===== config.mk =====
export PLATFORM = sky130hd
export DESIGN_NAME = fft_input_loader
export DESIGN_NICKNAME = d
export VERILOG_FILES = /design/src/rtl/fft_input_loader.sv
export SDC_FILE = /design/constraint.sdc
export NUM_CORES = 1
export LEC_CHECK = 0
export CAP_MARGIN = 0
export CORE_MARGIN = 2
export CORE_UTILIZATION = 45
export CTS_CLUSTER_DIAMETER = 60
export DETAILED_ROUTE_END_ITERATION = 8
export PLACE_DENSITY_LB_ADDON = 0.12
export RECOVER_POWER = 50
export SYNTH_ARGS = -nofsm -noshare
export SYNTH_HDL_FRONTEND = slang
export SYNTH_SLANG_ARGS = --single-unit
export TNS_END_PERCENT = 50

===== constraint.sdc =====
create_clock -name clk -period 2.49 [get_ports clk]
set_clock_uncertainty 0.15 [all_clocks]
set_input_delay 0.498 -clock clk [delete_from_list [all_inputs] [get_ports clk]]
set_output_delay 0.498 -clock clk [all_outputs]
set_load 0.05 [all_outputs]

===== src/rtl/fft_input_loader.sv =====
`default_nettype none
// ============================================================================
// Module      : fft_input_loader
// Description : Collects one frame of real samples at bit-reversed addresses
//               and hands it to the FFT core. Optional macro
//               FFT_LOADER_PINGPONG_EN adds a second bank so that filling
//               continues while the core owns the other bank.
// Revision    : 1.0 - initial release
// ============================================================================
module fft_input_loader #(
  parameter int N_POINTS = 8,
  parameter int LOG2N    = 3,
  parameter int DATA_W   = 8
) (
  input  logic              clk,
  input  logic              reset,
  input  logic [DATA_W-1:0] sample_in,
  input  logic              sample_valid,
  output logic              sample_ready,
  output logic              frame_valid,
  input  logic              frame_take,
  input  logic              frame_release,
  input  logic [LOG2N-1:0]  rd_addr,
  output logic [DATA_W-1:0] rd_data,
  output logic [LOG2N:0]    fill_count,
  output logic              overrun
);

  localparam logic [1:0]     C_FILL     = 2'd0;
  localparam logic [1:0]     C_FULL     = 2'd1;
  localparam logic [1:0]     C_BUSY     = 2'd2;
  localparam logic [LOG2N:0] C_FULL_CNT = (LOG2N+1)'(N_POINTS);

  function automatic logic [LOG2N-1:0] bitrev(input logic [LOG2N-1:0] a);
    logic [LOG2N-1:0] r;
    r = '0;
    for (int i = 0; i < LOG2N; i++) begin
      r[i] = a[LOG2N-1-i];
    end
    return r;
  endfunction

  logic [1:0]       state_q, state_d;
  logic [LOG2N:0]   fill_count_q, fill_count_d;
  logic             overrun_q, overrun_d;

  logic             w_xfer;
  logic [LOG2N:0]   w_cnt_inc;
  logic [LOG2N:0]   w_cnt_after;
  logic [LOG2N-1:0] w_wr_addr;

  assign w_xfer      = sample_valid && sample_ready;
  assign w_cnt_inc   = fill_count_q + 1'b1;
  assign w_cnt_after = w_xfer ? w_cnt_inc : fill_count_q;
  assign w_wr_addr   = bitrev(fill_count_q[LOG2N-1:0]);

  assign frame_valid = (state_q == C_FULL);
  assign fill_count  = fill_count_q;
  assign overrun     = overrun_q;

`ifdef FFT_LOADER_PINGPONG_EN

  // core_bank_q selects the bank the core reads; the other bank is filled.
  logic                core_bank_q, core_bank_d;
  logic                w_fill_bank;
  logic [DATA_W-1:0]   mem_q [2][N_POINTS];

  assign w_fill_bank  = ~core_bank_q;
  assign sample_ready = (fill_count_q != C_FULL_CNT);
  assign rd_data      = mem_q[core_bank_q][rd_addr];

  always_comb begin
    state_d      = state_q;
    fill_count_d = w_cnt_after;
    overrun_d    = overrun_q;
    core_bank_d  = core_bank_q;
    case (state_q)
      C_FILL: begin
        if (w_cnt_after == C_FULL_CNT) begin
          state_d      = C_FULL;
          core_bank_d  = ~core_bank_q;
          fill_count_d = '0;
        end
      end
      C_FULL: begin
        if (frame_take) begin
          state_d = C_BUSY;
        end
      end
      C_BUSY: begin
        if (sample_valid && !sample_ready) begin
          overrun_d = 1'b1;
        end
        if (frame_release) begin
          // A bank that completed during BUSY is presented straight away.
          if (w_cnt_after == C_FULL_CNT) begin
            state_d      = C_FULL;
            core_bank_d  = ~core_bank_q;
            fill_count_d = '0;
          end else begin
            state_d = C_FILL;
          end
        end
      end
      default: begin
        state_d      = C_FILL;
        fill_count_d = '0;
      end
    endcase
  end

  always_ff @(posedge clk or posedge reset) begin
    if (reset) begin
      core_bank_q <= 1'b0;
    end else begin
      core_bank_q <= core_bank_d;
    end
  end

  always_ff @(posedge clk) begin
    if (w_xfer) begin
      mem_q[w_fill_bank][w_wr_addr] <= sample_in;
    end
  end

`else

  logic [DATA_W-1:0] mem_q [N_POINTS];

  assign sample_ready = (state_q == C_FILL);
  assign rd_data      = mem_q[rd_addr];

  always_comb begin
    state_d      = state_q;
    fill_count_d = fill_count_q;
    overrun_d    = overrun_q;
    case (state_q)
      C_FILL: begin
        fill_count_d = w_cnt_after;
        if (w_cnt_after == C_FULL_CNT) begin
          state_d = C_FULL;
        end
      end
      C_FULL: begin
        // Samples offered here are ordinary backpressure, not an overrun.
        if (frame_take) begin
          state_d = C_BUSY;
        end
      end
      C_BUSY: begin
        if (sample_valid && !sample_ready) begin
          overrun_d = 1'b1;
        end
        if (frame_release) begin
          state_d      = C_FILL;
          fill_count_d = '0;
        end
      end
      default: begin
        state_d      = C_FILL;
        fill_count_d = '0;
      end
    endcase
  end

  always_ff @(posedge clk) begin
    if (w_xfer) begin
      mem_q[w_wr_addr] <= sample_in;
    end
  end

`endif

  always_ff @(posedge clk or posedge reset) begin
    if (reset) begin
      state_q      <= C_FILL;
      fill_count_q <= '0;
      overrun_q    <= 1'b0;
    end else begin
      state_q      <= state_d;
      fill_count_q <= fill_count_d;
      overrun_q    <= overrun_d;
    end
  end

endmodule
`default_nettype wire

# --- After elaboration in Yosys (flattened, before gate mapping) ---
# Memory sizes are Yosys's and may differ from the RTL's.
# Index checks and enable logic that the tools add are counted.
word_totals:
  regBits: 7
  latchBits: 0
  ramBits: 64
  rom_bits: 0
  in_bits: 16
  word_cells: 28
  n_memories: 1
mem_list:
  columns: ["memory", "depth", "word_bits", "rd", "rd_ports_with_merged_regs", "write_ports", "line", "source"]
  rows:
  - ["mem_q", 8, 8, 1, 0, 1, "128", "logic [DATA_W-1:0] mem_q [N_POINTS];"]
classes:
  add_sub_neg: 1
  mul: 0
  div: 0
  order_cmp: 0
  n_eq_ne: 6
  shifts: 0
  mux: 9
  bitwise_logic: 1
  n_reduce_logical: 7
op_table:
  columns: ["operator", "count"]
  rows:
  - ["one-hot mux 4 bit (3 select lines)", 1]
  - ["two-way mux 4 bit", 2]
  - ["two-way mux 2 bit", 3]
  - ["one-hot mux 2 bit (3 select lines)", 1]
  - ["adder 4 x 1 -> 4 bit (second input constant)", 1]
  - ["equality test 4 bit (second input constant)", 1]
  - ["!= test 2 x 1 -> 1 bit (second input constant)", 2]
  - ["AND reduction 2 bit", 2]
  - ["AND reduction 3 bit", 1]
  - ["equality test 2 x 1 -> 1 bit (second input constant)", 1]
  - ["equality test 2 bit (second input constant)", 1]
  - ["logical AND 1 bit", 2]
  - ["zero test 2 bit", 1]
  - ["two-way mux 1 bit", 2]
  - ["!= test 2 bit (second input constant)", 1]
  - ["zero test 1 bit", 1]
  - ["inverter 1 bit", 1]

# --- Depth between registers and ports, before layout ---
depth:
  word_depth: 6
  mapped_depth: 6

# --- Worst setup path before layout ---
# Ideal clock, no wire load.
synth_timing:
  path_type: "input port to output port"
  start: "input rd_addr[0]"
  end: "output rd_data[0]"
  t_arrival_ps: 1661
  setup_slack_ps: 181
  cell_stages: 4
  path_buffers: 2
  cell_sequence: "buf_6 -> buf_12 -> mux4_1 -> mux2_2"
synth_via:
  elab_chain_cells: 1
synth_rtl:
  columns: ["element", "line", "source"]
  rows:
  - ["start, declared", "23", "input logic [LOG2N-1:0] rd_addr,"]
  - ["memory read (8 x 8 bit)", null, null]
  - ["end, declared", "24", "output logic [DATA_W-1:0] rd_data,"]
# No other way between the ends.

# --- Worst setup path in the final report ---
layout_timing:
  start: "input rd_addr[0]"
  end: "output rd_data[5]"
# The elaborated chain is that of the path after synthesis.

==> results.yml <==
floorplanning:
  design.die.area_mm2: 0.00735
  fp.coreArea_mm2: 0.00639
  floorplan.die.width_um: 85.7
  fp.dieH_um: 85.7
  ios: 31
  floorplan.initialDensity: 0.470
  std_cell_rows: 29
global_route:
  vias_in_the_first_global_route: 1751
  grt.total_usage: 0.174
  grt_pass1_wl_um: 9150
  pin_count_of_the_biggest_net_entering_global_routing: 12
  antenna_found_initial: 0
  global_route.overflow_total: 0
logic_synthesis:
  syn-cell-area_mm2: 0.00300
  synth-async-reset-ratio: 0.0986
  ys_warn_count: 0
  synth.distinct_cells: 32
  ys_top_cells_by_area: "sky130_fd_sc_hd__edfxtp_1, sky130_fd_sc_hd__mux4_1, sky130_fd_sc_hd__dfrtp_1, sky130_fd_sc_hd__mux2_2, sky130_fd_sc_hd__ha_1"
  edff_count_synth: 64
  synth.yosys.seq_area_share: 0.698
  ys_seq_elements: 71
  synth.net_count: 178
  synth_flop_cell: "sky130_fd_sc_hd__edfxtp_1"
  synth.largest_area_cell: "sky130_fd_sc_hd__edfxtp_1"
  yosysTopAreaCellShare: 0.640
  post_synth_inst_count: 156
  synth_area_per_cell_um2: 19.3
routing:
  wl_um: 5780
  first_iter_violations: 93
  final_antenna_net_count: 0
  num_vias: 1636
  via_density_per_instance: 5.64
  detail_route.wl_per_cell_um: 19.9
  drc_errors: 0
  firstDrtPassIters: 4
power_and_ir_drop:
  irDropWorstVdd_uv: 768
  power-per-cell-area_mw_per_mm2: 944
  leakage_nw: 1.39
timing:
  finalCriticalPeriod_ns: 2.46
  timing.final.crit_share: 0.989
  achievable-frequency_ghz: 0.406
  rsz0062_at_grt: "no"
  hold_violations_final: 0
  slew_violations: 0
  timing.slew.headroom: 0.580
  worst-slew-pin-transition_ns: 0.630
  setup-violations-final: 0
  timing.hold.ws_ns: 0.317
cts:
  clock_edge_transition_at_the_registers_on_the_reported_setup_and_hold_paths_ns: 0.07
  root_buffer: "sky130_fd_sc_hd__clkbuf_8"
  h-tree-depth: 3
  clock_latency_on_the_worst_skew_pair_ns: 0.33
  cts_post_setup_buffers_inserted: 0
  tritoncts_num_sinks: 71
  ctsLongestPathBuffers: 2
  cts_inserted_buffers: 9
  cts_tree: "built"
placement:
  globalplace.congestion: 0.825
  numPortBuffers: 30
  place.detailed.hpwl_um: 3710
  post_dp_cell_area_mm2: 0.00348
worst_hold_path:
  worst_hold_startpoint: "overrun"
  worstHoldPathCells: 1
  hold_path_class: "reg -> reg"
  worst_hold_path.endpoint: "overrun"
layout:
  antenna_cells_inserted: 0
  final_design_area_no_fill_mm2: 0.00371
  layout.nets: 231
  layout_commonest_cell: "sky130_fd_sc_hd__edfxtp_1"
  layout.cells.most_common_list: "sky130_fd_sc_hd__edfxtp_1, sky130_fd_sc_hd__buf_4, sky130_fd_sc_hd__mux4_1"
  final_layout_size_suffix_gt1_frac: 0.244
  area.growth.synth_to_final_pct: 23.5
setup_path:
  r2r_setup_slack_ns: 0.42
  worst_ep_arrival_time_ns: 1.81
  timing.reg2reg.worst_path_depth: 4
  critPathLaunchType: "input port"
  critical_r2r_launch: "fill_count[0]"
  criticalPathCategory: "in -> out"
  critical_path.endpoint_type: "output pin"
  r2r_end: "mem_q[6][0]"
  worstPathMaxFanout: 8
  worst-endpoint-required_ns: 1.84
status:
  run_status: "finished clean"
run:
  max_cap_violations: 0
routing by layer:
layer / GRT usage / wire length [µm] / up-vias
li1: - / - / 735
met1: 0.218 / 2540 / 853
met2: 0.285 / 2930 / 40
met3: 0.0606 / 242 / 8
met4: 0.0563 / 63 / 0
met5: 0 / 0 / -
worst max-delay path: stages:
cell and delay [ns]:
sky130_fd_sc_hd__buf_4 0.14, sky130_fd_sc_hd__buf_12 0.15, sky130_fd_sc_hd__mux4_1 0.54, sky130_fd_sc_hd__mux2_2 0.29
sky130_fd_sc_hd__buf_4 0.19
report_power, final:
part           switching, mW  total (mW)  internal [mW]
Combinational          0.628        1.03          0.397
Sequential             0.121        1.63           1.51
Clock                  0.402       0.851          0.449
how the worst max path moves through the flow:
stage,from,endpoint,slack (ns),cells after the start
floorplan,rd_addr[0],rd_data[0],0.18,4
global placement,rd_addr[0],rd_data[7],-0.38,5
detailed placement,rd_addr[0],rd_data[7],-0.41,5
CTS,rd_addr[1],rd_data[4],0.002,5
global route,rd_addr[0],rd_data[5],0.004,5
finish,rd_addr[0],rd_data[5],0.03,5
metrics by stage:
step	setup WS, ns	cells	total power [mW]	setup TNS [ns]	utilization
6_report	0.0272	290	3.50	0	0.581
2_1_floorplan	0.181	156	2.27	0	-
3_3_place_gp	-0.385	273	2.63	-2.94	0.546
3_5_place_dp	-0.415	273	2.67	-3.11	0.546
5_1_grt	0.00374	290	3.66	0	0.581
4_1_cts	0.00210	290	3.52	0	0.583
cell families (layout without fill, tap and decap cells):
group	Yosys count	after routing	synth area share
adders and majority gates	6	6	0.0250
buffers and inverters	15	72	0.0287
muxes	25	25	0.172
xor gates and xnor gates	1	1	0.00292
and+or+nand+nor	25	25	0.0442
AOI/OAI and AO/OA	13	13	0.0292
DFF	71	71	0.698
registers in the layout, indices dropped and copies added (netlist names):
signal	flops
overrun	1
mem_q	64
state_q	2
fill_count	4
what timing repair did:
action                                  CTS  global route
cloned                                    2             0
hold buffers                              0             0
endpoints found under the setup margin    8             6
gates resized for setup                   9             4
cells in the mapped netlist, types with 2 or more instances:
cell and instances:
sky130_fd_sc_hd__a21oi_1 2, sky130_fd_sc_hd__inv_1 8, sky130_fd_sc_hd__buf_2 2, sky130_fd_sc_hd__nand2_1 7
sky130_fd_sc_hd__edfxtp_1 64, sky130_fd_sc_hd__o32ai_1 2, sky130_fd_sc_hd__and3_1 2, sky130_fd_sc_hd__o21ai_0 4
sky130_fd_sc_hd__and2_1 6, sky130_fd_sc_hd__dfrtp_1 7, sky130_fd_sc_hd__ha_1 6, sky130_fd_sc_hd__nor2_1 5
sky130_fd_sc_hd__mux2_2 8, sky130_fd_sc_hd__mux4_1 15
final cells by class:
type / instances / area, µm²
Multi-Input combinational cell: 70 / 817
Tap cell: 77 / 96.3
Clock buffer: 10 / 128
Fill cell: 502 / 2680
Inverter: 8 / 30.0
Clock inverter: 5 / 50.0
Timing Repair Buffer: 49 / 493
Sequential cell: 71 / 2100
No activity file was read; power rests on OpenSTA's default activity.
